**config.mk**
```make
export PLATFORM = sky130hd
export DESIGN_NAME = and_or_rr_arbiter
export DESIGN_NICKNAME = d
export VERILOG_FILES = /design/src/rtl/and_or_rr_arbiter.sv
export SDC_FILE = /design/constraint.sdc
export NUM_CORES = 1
export LEC_CHECK = 0
export ABC_AREA = 1
export BUFFER_PORTS_ARGS = -buffer_cell sky130_fd_sc_hd__buf_4
export CAP_MARGIN = 20
export CORE_UTILIZATION = 40
export DETAILED_ROUTE_END_ITERATION = 8
export GPL_TIMING_DRIVEN = 0
export PLACE_DENSITY = 0.69
export SLEW_MARGIN = 20
export SYNTH_ARGS = -nofsm -noshare
export SYNTH_HDL_FRONTEND = slang
export SYNTH_SLANG_ARGS = --single-unit
```
**constraint.sdc**
```tcl
create_clock -name clk -period 1.7 [get_ports clk]
set_input_delay 0.085 -clock clk [delete_from_list [all_inputs] [get_ports clk]]
set_output_delay 0.085 -clock clk [all_outputs]
set_load 0.02 [all_outputs]
```
**src/rtl/and_or_rr_arbiter.sv**
```systemverilog
// Round-robin arbiter sharing one registered (a & b) | c unit among N_REQ requesters.
// Each operation runs IDLE -> EXEC -> DONE, returning the result with a one-cycle ack.
module and_or_rr_arbiter #(
    parameter int N_REQ = 4,
    parameter int WIDTH = 1
) (
    input  logic                         clk,
    input  logic                         rst_n,
    input  logic [N_REQ-1:0]             req,
    input  logic [N_REQ*WIDTH-1:0]       op_a,
    input  logic [N_REQ*WIDTH-1:0]       op_b,
    input  logic [N_REQ*WIDTH-1:0]       op_c,
    output logic [N_REQ-1:0]             gnt,
    output logic [N_REQ-1:0]             ack,
    output logic [WIDTH-1:0]             result,
    output logic [$clog2(N_REQ)-1:0]     result_id,
    output logic                         busy
);
    localparam int IDW = $clog2(N_REQ);

    typedef enum logic [1:0] {S_IDLE, S_EXEC, S_DONE} state_t;

    state_t             state_q, state_d;
    logic [N_REQ-1:0]   gnt_q, gnt_d;
    logic [N_REQ-1:0]   ack_q, ack_d;
    logic [WIDTH-1:0]   result_q, result_d;
    logic [IDW-1:0]     rid_q, rid_d;
    logic               busy_q, busy_d;
    logic [IDW-1:0]     last_q, last_d;
    logic [IDW-1:0]     win_q, win_d;
    logic [WIDTH-1:0]   a_q, b_q, c_q;

    logic               found;
    logic [IDW-1:0]     win_idx;
    logic [IDW:0]       sum;
    logic [IDW-1:0]     cand;
    logic [WIDTH-1:0]   a_sel, b_sel, c_sel;

    // Winner search: first set req bit starting at last+1, wrapping at N_REQ.
    always_comb begin
        found   = 1'b0;
        win_idx = '0;
        sum     = '0;
        cand    = '0;
        for (int off = 1; off <= N_REQ; off++) begin
            sum = {1'b0, last_q} + (IDW+1)'(off);
            if (sum >= (IDW+1)'(N_REQ)) begin
                sum = sum - (IDW+1)'(N_REQ);
            end
            cand = sum[IDW-1:0];
            if (!found && req[cand]) begin
                found   = 1'b1;
                win_idx = cand;
            end
        end
    end

    always_comb begin
        a_sel = '0;
        b_sel = '0;
        c_sel = '0;
        for (int i = 0; i < N_REQ; i++) begin
            if (win_idx == IDW'(i)) begin
                a_sel = op_a[i*WIDTH +: WIDTH];
                b_sel = op_b[i*WIDTH +: WIDTH];
                c_sel = op_c[i*WIDTH +: WIDTH];
            end
        end
    end

    always_comb begin
        state_d  = state_q;
        gnt_d    = gnt_q;
        ack_d    = '0;
        result_d = result_q;
        rid_d    = rid_q;
        busy_d   = busy_q;
        last_d   = last_q;
        win_d    = win_q;
        unique case (state_q)
            S_IDLE: begin
                if (found) begin
                    gnt_d          = '0;
                    gnt_d[win_idx] = 1'b1;
                    win_d          = win_idx;
                    busy_d         = 1'b1;
                    state_d        = S_EXEC;
                end
            end
            S_EXEC: begin
                result_d = (a_q & b_q) | c_q;
                rid_d    = win_q;
                ack_d    = gnt_q;
                last_d   = win_q;
                state_d  = S_DONE;
            end
            S_DONE: begin
                gnt_d   = '0;
                busy_d  = 1'b0;
                state_d = S_IDLE;
            end
            default: begin
                gnt_d   = '0;
                busy_d  = 1'b0;
                state_d = S_IDLE;
            end
        endcase
    end

    always_ff @(posedge clk) begin
        if (!rst_n) begin
            state_q  <= S_IDLE;
            gnt_q    <= '0;
            ack_q    <= '0;
            result_q <= '0;
            rid_q    <= '0;
            busy_q   <= 1'b0;
            last_q   <= IDW'(N_REQ - 1);
            win_q    <= '0;
        end else begin
            state_q  <= state_d;
            gnt_q    <= gnt_d;
            ack_q    <= ack_d;
            result_q <= result_d;
            rid_q    <= rid_d;
            busy_q   <= busy_d;
            last_q   <= last_d;
            win_q    <= win_d;
        end
    end

    // Operands are only meaningful after a grant, so they carry no reset.
    always_ff @(posedge clk) begin
        if (state_q == S_IDLE && found) begin
            a_q <= a_sel;
            b_q <= b_sel;
            c_q <= c_sel;
        end
    end

    assign gnt       = gnt_q;
    assign ack       = ack_q;
    assign result    = result_q;
    assign result_id = rid_q;
    assign busy      = busy_q;

endmodule

```
# == After elaboration in Yosys (flattened, before gate mapping) ==
# Index checks and enable logic that the tools add are counted.
# Widths: inputs -> output; s select.
# totals
wordCells,90
out_inout_bits,12
regBits,21
# op_classes
bitwise_logic,3
n_reduce_logical,13
magnitude_cmp,10
mux,40
eq_ne,5
add_sub_neg,8
# ops
operator,n
$mux 1,22
$mux 2,9
$lt 2x3->1 const B,5
$ge 3x3->1 const B,4
$bmux 1 s2,4
$pmux 4 s2,1
$sub 2x1->2 const B,4
$add 2x2->3 const B,2
$reduce_and 2->1,3
$logic_and 1x1->1,5
$eq 2x1->1 const B,2
$eq 2x2->1 const B,2
$logic_not 2->1,2
$mux 4,1
$pmux 2 s2,1
$add 2x1->3 const B,1
$add 2x3->3 const B,1
$logic_not 1->1,3
$demux 1 s2,1
$ge 2x1->1 const B,1
$ne 2x2->1 const B,1
$pmux 1 s2,1
$and 1x1->1,1
$not 1->1,1
$or 1x1->1,1

# == Logic depth before layout (Yosys ltp) ==
# Gate-level depths: netlist (run 1).
# depth
ltp_word,21
ltp_mapped,13
depth_no_buf,13

# == Worst setup path after synthesis (run 1) ==
# Ideal clock, no wire load.
# synth_path
path_kind,reg-to-reg
startpoint,register last_q[0]
endpoint,register a_q (data pin)
arrival_ps,1337
synth_period_minus_slack_ps,1602
path_stages_with_launch,12
slack_ps,98
path_cell_list,dfxtp_1 buf_6 nand2_1 nand2_1 nand2_1 nand2_2 nor2_8 nand3b_2 nand2_4 inv_2 nand3_1 nand4_1
# synth_between
elab_chain_len,20
elab_cells_between_ends,45
cone_classes,add/sub: 8; order compare: 4; eq/ne: 3; mux: 23; reduce/logical: 7
# synth_rtl
item,line,text
"start, declared",29,"logic [IDW-1:0] last_q, last_d;"
"start signal, assigned",118,last_q <= IDW'(N_REQ - 1);
"start signal, assigned",127,last_q <= last_d;
$add 2x1->3,46,"sum = {1'b0, last_q} + (IDW+1)'(off);"
$ge 3x3->1 or $sub 2x1->2 (tied branches),"47, 48",
$mux 2,47,if (sum >= (IDW+1)'(N_REQ)) begin
$bmux 1 s2,51,if (!found && req[cand]) begin
$mux 1 (not written as such),51,
$mux 1,51,
$logic_not 1->1,51,
$logic_and 1x1->1,51,
[3 not listed],-,
$mux 1,51,
$logic_not 1->1,51,
$logic_and 1x1->1,51,
$mux 2 (*),51,
$logic_not 2->1,63,if (win_idx == IDW'(i)) begin
$mux 1 (3 in series),63,
$mux 1 (*),63,
named net a_sel,37,"logic [WIDTH-1:0] a_sel, b_sel, c_sel;"
"end signal, assigned",135,a_q <= a_sel;
"end, declared",31,"logic [WIDTH-1:0] a_q, b_q, c_q;"
# The timed path passes the listed nets; every way through them passes the cells marked *. The select of a mux whose other input is x is not followed.
# A chain may end at the register's enable or synchronous reset.

# == Worst setup path after layout (run 1) ==
# layout_path
startpoint,register last_q[0]
endpoint,register c_q (data pin)
# layout_between
elab_chain_len,20
elab_cells_between_ends,45
cone_classes,add/sub: 8; order compare: 4; eq/ne: 3; mux: 23; reduce/logical: 7
# layout_rtl
item,line,text
$add 2x1->3,46,
$ge 3x3->1 or $sub 2x1->2 (tied branches),"47, 48",
$mux 2,47,
$bmux 1 s2,51,
$mux 1 (not written as such),51,
$mux 1,51,
$logic_not 1->1,51,
$logic_and 1x1->1,51,
[3 not listed],-,
$mux 1,51,
$logic_not 1->1,51,
$logic_and 1x1->1,51,
$mux 2 (*),51,
$logic_not 2->1,63,
$mux 1 (3 in series),63,
$mux 1 (*),63,
named net c_sel,37,
"end signal, assigned",137,c_q <= c_sel;
"end, declared",31,
# Marked as above.

==> results of run 1 <==
where the power goes:
| group | switching (mW) | internal (mW) |
|---|---|---|
| Clock | 0.135 | 0.0912 |
| Sequential | 0.0872 | 0.687 |
| Combinational | 0.944 | 0.620 |
| Total | 1.17 | 1.40 |
worst max-delay path, stage by stage, from the launching register on:
cell                      delay (ns)
sky130_fd_sc_hd__dfxtp_4        0.38
sky130_fd_sc_hd__buf_8          0.14
sky130_fd_sc_hd__nand2_2        0.05
sky130_fd_sc_hd__nand2_2        0.07
sky130_fd_sc_hd__nand2_2        0.10
sky130_fd_sc_hd__nand2_4        0.08
sky130_fd_sc_hd__nor2_8         0.14
sky130_fd_sc_hd__nand4_4        0.14
sky130_fd_sc_hd__buf_4          0.15
sky130_fd_sc_hd__nand4_1        0.10
sky130_fd_sc_hd__nand4_1        0.11
metal layers:
metal	track usage	vias to the layer above	wire (µm)
met2	0.296	24	1190
met5	0	-	0
met4	0.0357	0	21
li1	-	573	-
met3	0.0468	2	120
met1	0.218	478	1200
flip-flops by register name, summed over array words and instances (netlist names):
name	count
result_id	2
gnt	4
state_q	2
a_q	1
b_q	1
win_q	2
result	1
c_q	1
busy	1
ack	4
last_q	2
repair_timing:
item | in CTS | in global routing
gates resized for setup | 5 | 16
pin swaps | 6 | 10
endpoints found under the hold margin | 0 | 0
endpoints found under the setup margin | 3 | 8
cloned | 1 | 1
setup buffers | 3 | 5
cell type report:
| cell class | instances | area [µm²] | area share |
|---|---|---|---|
| inverters | 22 | 87.6 | 0.0555 |
| well taps | 30 | 37.5 | 0.0238 |
| repair buffers | 38 | 303 | 0.192 |
| multi-input cells | 105 | 651 | 0.412 |
| plain buffers | 1 | 15.0 | 0.00952 |
| flip-flops and latches | 21 | 458 | 0.290 |
| clock buffers | 4 | 26.3 | 0.0167 |
through the flow:
step           instances  hold slack (ns)  power, mW  TNS [ns]
6_report             221           0.0424       2.57   -0.0311
3_5_place_dp         207            0.350       2.10    -0.190
4_1_cts              215           0.0331       2.43   -0.0104
3_3_place_gp         207            0.348       2.06    -0.166
5_1_grt              221           0.0288       2.79    -0.735
2_1_floorplan        148            0.184       1.79         0
kinds of logic (layout without fill, tap and decap cells):
| group | after synthesis | after routing | synth area share |
|---|---|---|---|
| AOI/OAI and AO/OA | 16 | 16 | 0.0946 |
| DFF | 21 | 21 | 0.396 |
| buffers and inverters | 23 | 65 | 0.0847 |
| and+or+nand+nor | 88 | 89 | 0.425 |
cells in the mapped netlist:
library cell and n:
sky130_fd_sc_hd__a21oi_1 6, sky130_fd_sc_hd__a21oi_4 1, sky130_fd_sc_hd__buf_6 1, sky130_fd_sc_hd__dfxtp_1 18, sky130_fd_sc_hd__edfxtp_1 3, sky130_fd_sc_hd__inv_1 12, sky130_fd_sc_hd__inv_2 9, sky130_fd_sc_hd__inv_4 1
sky130_fd_sc_hd__nand2_1 39, sky130_fd_sc_hd__nand2_2 9, sky130_fd_sc_hd__nand2_4 2, sky130_fd_sc_hd__nand3_1 13, sky130_fd_sc_hd__nand3_2 1, sky130_fd_sc_hd__nand3_4 1, sky130_fd_sc_hd__nand3b_2 1, sky130_fd_sc_hd__nand4_1 7
sky130_fd_sc_hd__nand4_2 1, sky130_fd_sc_hd__nand4_4 1, sky130_fd_sc_hd__nor2_1 9, sky130_fd_sc_hd__nor2_2 1, sky130_fd_sc_hd__nor2_4 1, sky130_fd_sc_hd__nor2_8 1, sky130_fd_sc_hd__nor3_1 1, sky130_fd_sc_hd__o211ai_1 2
sky130_fd_sc_hd__o211ai_2 1, sky130_fd_sc_hd__o21ai_0 1, sky130_fd_sc_hd__o21ai_1 4, sky130_fd_sc_hd__o21ai_2 1
worst max path at each step:
| stage | start | to | slack (ns) |
|---|---|---|---|
| detailed placement | last_q[0] | a_q | -0.07 |
| global route | last_q[0] | a_q | -0.12 |
| CTS | last_q[0] | b_q | -0.008 |
| global placement | last_q[0] | c_q | -0.06 |
| floorplan | last_q[0] | a_q | 0.1 |
| finish | last_q[0] | c_q | -0.02 |
==> out/results.tsv, run 1 <==
metric	value	unit
path_category_of_the_worst_min_delay_check	input port to flip-flop	
yosys-top-cells-area	sky130_fd_sc_hd__dfxtp_1 (32%), sky130_fd_sc_hd__nand2_1 (13%), sky130_fd_sc_hd__edfxtp_1 (7.9%), sky130_fd_sc_hd__nand3_1 (5.7%), sky130_fd_sc_hd__nand2_2 (5.0%)	
via_count_of_the_first_global_routing_pass	1016	
critPathKind	flip-flop to flip-flop	
number_of_antenna_violations_at_the_first_check_in_global_routing	0	
h-tree-depth	1	
holdPathEnd	last_q[0]	
ir_drop	996	µV
worst_r2r_endpoint	c_q	
area_growth_syn_to_layout	38.7	%
vertical_die_dimension	55.3	µm
min-delay-start	rst_n	
hold_buffers	0	
number_of_maximum_capacitance_violations	0	
post_synth.cell_area_avg	7.68	µm²
num-fill-cells	230	
num-nets-final	210	
timing.critical_path.required	1.74	ns
netlist.area_leader.share	0.317	
max_slew_margin	0.734	
finish.utilization	0.609	
route.detailed.wl_per_inst	11.5	µm
clock-sinks	21	
post-place-ws	-0.0673	ns
worst_slew_pin_slew	0.397	ns
synth_seq_cells	21	
routed_wirelength	2530	µm
netlist-cell-type-count	28	
register_to_register_path_setup_slack	-0.02	ns
final_period_minus_worst_setup_slack	1.72	ns
clk-insertion-delay-late	0.29	ns
dieWidth	55.3	µm
cts-root-to-sink-buffers	2	
global_placer_s_final_weighted_congestion	0.828	
critical_path_peak_fanout	5	
final_clock_skew	0.00163	ns
yosysTopAreaCell	sky130_fd_sc_hd__dfxtp_1	
tritoncts	built	
mostFrequentLayoutCells	sky130_fd_sc_hd__buf_4 (37), sky130_fd_sc_hd__nand2_1 (29), sky130_fd_sc_hd__nand2_2 (17), sky130_fd_sc_hd__dfxtp_1 (16)	
io_pins	30	
netlist_instances	148	
setup_viol	2	
mostFrequentLayoutCell	sky130_fd_sc_hd__buf_4	
core-area	0.00259	mm²
clk_root_buffer_cell	sky130_fd_sc_hd__clkbuf_4	
kind_of_start_point_of_the_critical_path	flip-flop	
max_fclk	582	MHz
min_delay_path_depth	2	
cts-buffers-inserted	3	
hpwlAfterDp	1870	µm
postSynthNetCount	166	
detail_route.drc_violations	0	
report.final.slew_viol_count	0	
cts.clk_slew.worst_paths	0.11	ns
placedInstanceArea	0.00139	mm²
first_iter_violations	36	
rr_worst_depth	10	
n_antenna_cell	0	
globalRoute.totalOverflow	0	
ys_seq_area_frac	0.396	
critPathArrivalTime	1.76	ns
per_cell_via_count_in_the_routed_design	4.87	
setup_slack	-0.0173	ns
ant_nets	0	
pwr_density_cell	1630	mW/mm²
kind_of_capture_point_of_the_worst_setup_path	flip-flop	
failed_checks	negative setup slack	
vias	1077	
grt_start_max_net_pins	12	
grt_first_pass_wirelength	4290	µm
floorplan.initialDensity	0.439	
final_cell_area	0.00158	mm²
result_of_the_run	finished with violations	
std_cell_rows	18	
rsz_0062_raised_after_global_routing	yes	
numPortBuffers	29	
die_area	0.00306	mm²
hold_violations	0	
fin_crit_sh	1.01	
power_leakage	0.766	nW
dr.pass1.iters	6	
drive_above_1_share	0.461	
post_synth_instance_area	0.00114	mm²
worst_r2r_startpoint	last_q[0]	
global_route.usage.total	0.173	
yosysWarningCount	0	
Note: power is estimated with default switching activity, not from simulation.
==> run 2, diff against run 1 <==
--- a/config.mk
+++ b/config.mk
@@ -12,6 +12,7 @@
 export DETAILED_ROUTE_END_ITERATION = 8
 export GPL_TIMING_DRIVEN = 0
 export PLACE_DENSITY = 0.69
+export RECOVER_POWER = 100
 export SLEW_MARGIN = 20
 export SYNTH_ARGS = -nofsm -noshare
 export SYNTH_HDL_FRONTEND = slang
==> run 2 against run 1 <==
Against the previous run: the flow still finishes with violations (negative setup slack); final area is 2.9% lower; total power is 1.5% lower; critical path depth stayed put; global-route usage stayed put; sequential share of layout area is 0.85 points higher; clock power hardly changed; largest cell class unchanged.
==> out/results.tsv, run 2 (synthesis results as in run 1) <==
metric	value	unit
result_of_the_run	finished with violations	
failed_checks	negative setup slack	
via_count_of_the_first_global_routing_pass	1016	
min-delay-start	rst_n	
ant_nets	0	
clk_root_buffer_cell	sky130_fd_sc_hd__clkbuf_4	
max_slew_margin	0.734	
post-place-cells	207	
clockPowerShare	0.090	
critPathKind	flip-flop to flip-flop	
floorplan.initialDensity	0.439	
route.met3.wl	111	µm
detail_route.drc_violations	0	
std_cell_rows	18	
ir_drop	989	µV
drive_above_1_share	0.398	
power_leakage	0.716	nW
kind_of_start_point_of_the_critical_path	flip-flop	
report.final.slew_viol_count	0	
final_clock_skew	0.00178	ns
h-tree-depth	1	
final_period_minus_worst_setup_slack	1.72	ns
path_category_of_the_worst_min_delay_check	input port to flip-flop	
tritoncts	built	
vias	1090	
hpwlAfterDp	1870	µm
cts.clk_slew.worst_paths	0.11	ns
pwr_density_cell	1650	mW/mm²
setup_slack	-0.0202	ns
register_to_register_path_setup_slack	-0.02	ns
final_cell_area	0.00153	mm²
p_seq_frac	0.306	
kind_of_capture_point_of_the_worst_setup_path	flip-flop	
switching_share	0.464	
mostFrequentLayoutCells	sky130_fd_sc_hd__nand2_1 (29), sky130_fd_sc_hd__buf_4 (25), sky130_fd_sc_hd__nand2_2 (17), sky130_fd_sc_hd__dfxtp_1 (16), sky130_fd_sc_hd__clkbuf_1 (13)	
timing.critical_path.slowest_stage_cell	sky130_fd_sc_hd__dfxtp_4	
grt_first_pass_wirelength	4290	µm
hold_violations	0	
number_of_maximum_capacitance_violations	0	
critPathArrivalTime	1.76	ns
critical_path_buf_inv_count	2	
post-place-ws	-0.0673	ns
cpMostUsedCell	sky130_fd_sc_hd__nand2_2	
globalRoute.totalOverflow	0	
fin_crit_sh	1.01	
worst_r2r_endpoint	c_q	
critPathMaxStageDelay	0.38	ns
clk-insertion-delay-late	0.29	ns
io_pins	30	
numPortBuffers	29	
timing.critical_path.required	1.74	ns
grt_start_max_net_pins	12	
rsz_0062_raised_after_global_routing	yes	
global_route.usage.total	0.173	
core-area	0.00259	mm²
final_non_filler_cell_total	221	
setup_viol	3	
max_fclk	581	MHz
area_growth_syn_to_layout	34.8	%
first_iter_violations	33	
cell_chain_critical_path	buf_8 > nand2_2 > nand2_2 > nand2_2 > nand2_4 > nor2_8 > nand4_4 > buf_4 > nand4_1 > nand4_1	
global_placer_s_final_weighted_congestion	0.828	
mostFrequentLayoutCell	sky130_fd_sc_hd__nand2_1	
n_antenna_cell	0	
rr_worst_depth	10	
critical-path-top-delay-family	simple AND/OR/NAND/NOR gates	
dieWidth	55.3	µm
holdPathEnd	last_q[0]	
cell_internal_pwr	1.35	mW
number_of_antenna_violations_at_the_first_check_in_global_routing	0	
met1Wirelength	1240	µm
vertical_die_dimension	55.3	µm
min_delay_path_depth	2	
placedInstanceArea	0.00139	mm²
routed.top_layer	met4	
critical_path_peak_fanout	5	
cts-root-to-sink-buffers	2	
routed_wirelength	2570	µm
finish.utilization	0.592	
timing.hold.ws	0.0424	ns
wl_met2	1200	µm
clock-sinks	21	
per_cell_via_count_in_the_routed_design	4.93	
die_area	0.00306	mm²
cts-buffers-inserted	3	
num-nets-final	210	
switching_power	1.17	mW
worst_slew_pin_slew	0.398	ns
share_comb_of_total_power	0.604	
worst_r2r_startpoint	last_q[0]	
dr.pass1.iters	5	
route.detailed.wl_per_inst	11.6	µm
num-fill-cells	245	
-- run 2: changes by cell type in the layout (fill, tap and decap cells not counted) --
| cell | before | now |
|---|---|---|
| sky130_fd_sc_hd__buf_4 | 37 | 25 |
| sky130_fd_sc_hd__clkbuf_1 | 1 | 13 |
-- run 2: area by class of cell --
class                           count  area [µm²]  share of cell area
Buffer                              1        15.0             0.00980
Clock buffer                        4        26.3              0.0171
Inverter                           22        87.6              0.0571
Multi-Input combinational cell    105         651               0.424
Sequential cell                    21         458               0.299
Tap cell                           30        37.5              0.0245
Timing Repair Buffer               38         258               0.168
-- run 2: timing repair --
action | CTS | global route
endpoints found under the setup margin | 3 | 8
resized for setup | 5 | 16
pin swaps | 6 | 10
setup buffers | 3 | 5
cloned | 1 | 1
hold buffers | 0 | 0
-- run 2: worst max path at each step --
stage / from / endpoint / slack, ns / cells after the start
3_5_place_dp: last_q[0] / a_q / -0.07 / 11
4_1_cts: last_q[0] / b_q / -0.008 / 11
6_report: last_q[0] / c_q / -0.02 / 10
5_1_grt: last_q[0] / a_q / -0.12 / 11
2_1_floorplan: last_q[0] / a_q / 0.1 / 11
3_3_place_gp: last_q[0] / c_q / -0.06 / 11
-- run 2: through the flow --
step / total power, mW / setup TNS, ns
floorplan: 1.79 / 0
global placement: 2.06 / -0.166
detailed placement: 2.10 / -0.190
CTS: 2.43 / -0.0104
global route: 2.75 / -0.735
finish: 2.53 / -0.0431
-- run 2: routing by layer --
layer	up-vias	global-route usage
met5	-	0
met4	0	0.0357
met3	2	0.0468
met2	30	0.296
met1	485	0.218
li1	573	-
-- run 2: worst reg2reg max path: cells and delay by family (launching register included) --
| family | cells | cell delay (ns) |
|---|---|---|
| simple gates | 8 | 0.79 |
| flops | 1 | 0.38 |
| buf+inv | 2 | 0.29 |
-- run 2: power by group through the flow --
stage	registers [mW]	logic (mW)	clock network [mW]
2_1_floorplan	0.821	0.965	0
3_3_place_gp	0.761	1.30	0
3_5_place_dp	0.763	1.33	0
4_1_cts	0.759	1.42	0.243
5_1_grt	0.790	1.69	0.267
6_report	0.773	1.53	0.227
==> run 3, diff against run 2 <==
==> constraint.sdc (replaced) <==
create_clock -name clk -period 2.1 [get_ports clk]
set_input_delay 0.105 -clock clk [delete_from_list [all_inputs] [get_ports clk]]
set_output_delay 0.105 -clock clk [all_outputs]
set_load 0.02 [all_outputs]
==> run 3 against run 2 <==
Against the previous run: the run now ends clean; global-route usage fell by 1.1 points; flip-flop and latch count did not move; non-clock buffer count fell by 9; fmax fell by 4.9%; sequential power fell by 21%; worst hold slack improved by 0.014 ns; worst setup slack improved by 0.31 ns; routed wire length fell by 11%; clock power fell by 19%; via count fell by 6.4%; register-to-register slack improved by 0.31 ns; utilization fell by 6.8 points; critical path type unchanged; largest cell class unchanged; largest power group unchanged.
==> out/results.tsv, run 3 (synthesis results as in run 1) <==
metric	value	unit
result_of_the_run	finished clean	
vias	1020	
detail_route.drc_violations	0	
global_placer_s_final_weighted_congestion	0.828	
per_cell_via_count_in_the_routed_design	4.83	
register_to_register_path_setup_slack	0.29	ns
dr.pass1.iters	4	
total_power	1.80	mW
core-area	0.00259	mm²
worst_r2r_startpoint	last_q[0]	
power_leakage	0.637	nW
num-nets-final	200	
post-place-cells	207	
critical_path_peak_fanout	10	
critPathKind	flip-flop to flip-flop	
route.detailed.wl_per_inst	10.9	µm
vertical_die_dimension	55.3	µm
num-fill-cells	267	
ir_drop	678	µV
routed_wirelength	2290	µm
cpMostUsedCell	sky130_fd_sc_hd__nand2_1	
final_non_filler_cell_total	211	
numPortBuffers	29	
fin_crit_sh	0.862	
max_fclk	553	MHz
cts_resized	0	
globalRoute.totalOverflow	0	
mostFrequentLayoutCells	sky130_fd_sc_hd__nand2_1 (41), sky130_fd_sc_hd__dfxtp_1 (18), sky130_fd_sc_hd__buf_4 (17), sky130_fd_sc_hd__nand3_1 (13), sky130_fd_sc_hd__clkbuf_1 (13)	
grt_start_max_net_pins	12	
number_of_antenna_violations_at_the_first_check_in_global_routing	0	
global_route.usage.total	0.162	
via_count_of_the_first_global_routing_pass	963	
clk_root_buffer_cell	sky130_fd_sc_hd__clkbuf_4	
mostFrequentLayoutCell	sky130_fd_sc_hd__nand2_1	
setup_tns	0	ns
worst_slew_pin_slew	0.399	ns
kind_of_capture_point_of_the_worst_setup_path	flip-flop	
timing.critical_path.required	2.14	ns
min-delay-start	rst_n	
cell_chain_critical_path	buf_6 > nand2_1 > nand2_1 > nand2_1 > nand2_1 > nor2_8 > nand3b_2 > nand2_4 > inv_2 > nand3_1 > nand4_1	
min_delay_path_depth	2	
pwr_density_cell	1330	mW/mm²
rsz_0062_raised_after_global_routing	no	
area_growth_syn_to_layout	19.4	%
first_iter_violations	27	
critPathMaxStageDelay	0.34	ns
grt_first_pass_wirelength	4020	µm
max_slew_margin	0.733	
path_category_of_the_worst_min_delay_check	input port to flip-flop	
final_clock_skew	0.00193	ns
tritoncts	built	
cts.clk_slew.worst_paths	0.11	ns
clock-sinks	21	
timing.critical_path.slowest_stage_cell	sky130_fd_sc_hd__dfxtp_1	
hold_violations	0	
hpwlAfterDp	1870	µm
setup_viol	0	
number_of_maximum_capacitance_violations	0	
postCtsSetupRepairBufs	0	
critPathArrivalTime	1.85	ns
hold_buffers	0	
floorplan.initialDensity	0.439	
worst_r2r_endpoint	c_q	
final_period_minus_worst_setup_slack	1.81	ns
kind_of_start_point_of_the_critical_path	flip-flop	
dieWidth	55.3	µm
h-tree-depth	1	
std_cell_rows	18	
n_antenna_cell	0	
drive_above_1_share	0.271	
holdPathEnd	last_q[0]	
report.final.slew_viol_count	0	
ant_nets	0	
cts-buffers-inserted	3	
rr_worst_depth	11	
io_pins	30	
cts-root-to-sink-buffers	2	
die_area	0.00306	mm²
clk-insertion-delay-late	0.29	ns
## run 3: how the worst max path moves through the flow
stage	startpoint	end	slack, ns	cells after the start
after CTS	last_q[0]	a_q	0.32	11
after global placement	last_q[0]	c_q	0.34	11
after floorplan	last_q[0]	a_q	0.50	11
final	last_q[0]	c_q	0.29	11
after global routing	last_q[0]	gnt[2]	0.1	13
after detailed placement	last_q[0]	a_q	0.33	11
## run 3: where the power goes
group          leakage (nW)  switching (mW)  internal (mW)  total [mW]
Combinational         0.444           0.686          0.326        1.01
Sequential            0.178          0.0577          0.550       0.608
Clock                0.0150           0.111         0.0739       0.185
## run 3: critical path: cells and delay by family (launching register included)
| kind | cells | cell delay, ns |
|---|---|---|
| buf+inv | 2 | 0.23 |
| flops | 1 | 0.34 |
| simple gates | 9 | 0.97 |
## run 3: stage by stage
step	setup WS, ns	util	cell area, µm²	hold slack [ns]
global placement	0.342	0.538	1390	0.368
floorplan	0.498	-	1140	0.204
CTS	0.317	0.548	1420	0.0532
finish	0.291	0.524	1360	0.0565
detailed placement	0.333	0.538	1390	0.370
global route	0.0993	0.524	1360	0.0441
## run 3: cell type report
cell class                 count  area, µm²  area share
multi-input combinational    104        574       0.423
inverter                      22       85.1      0.0627
buffer                         1       11.3     0.00829
sequential                    21        450       0.332
tap                           30       37.5      0.0276
timing repair buffer          29        173       0.127
clock buffer                   4       26.3      0.0194
## run 3: routing by layer
layer  wire length (µm)  vias to the layer above  global-route usage  part of all wire
li1                   -                      552                   -                 -
met1               1150                      438               0.203              0.50
met2               1010                       28               0.275              0.44
met3                111                        2              0.0468             0.048
met4                 21                        0              0.0357            0.0092
met5                  0                        -                   0                 0
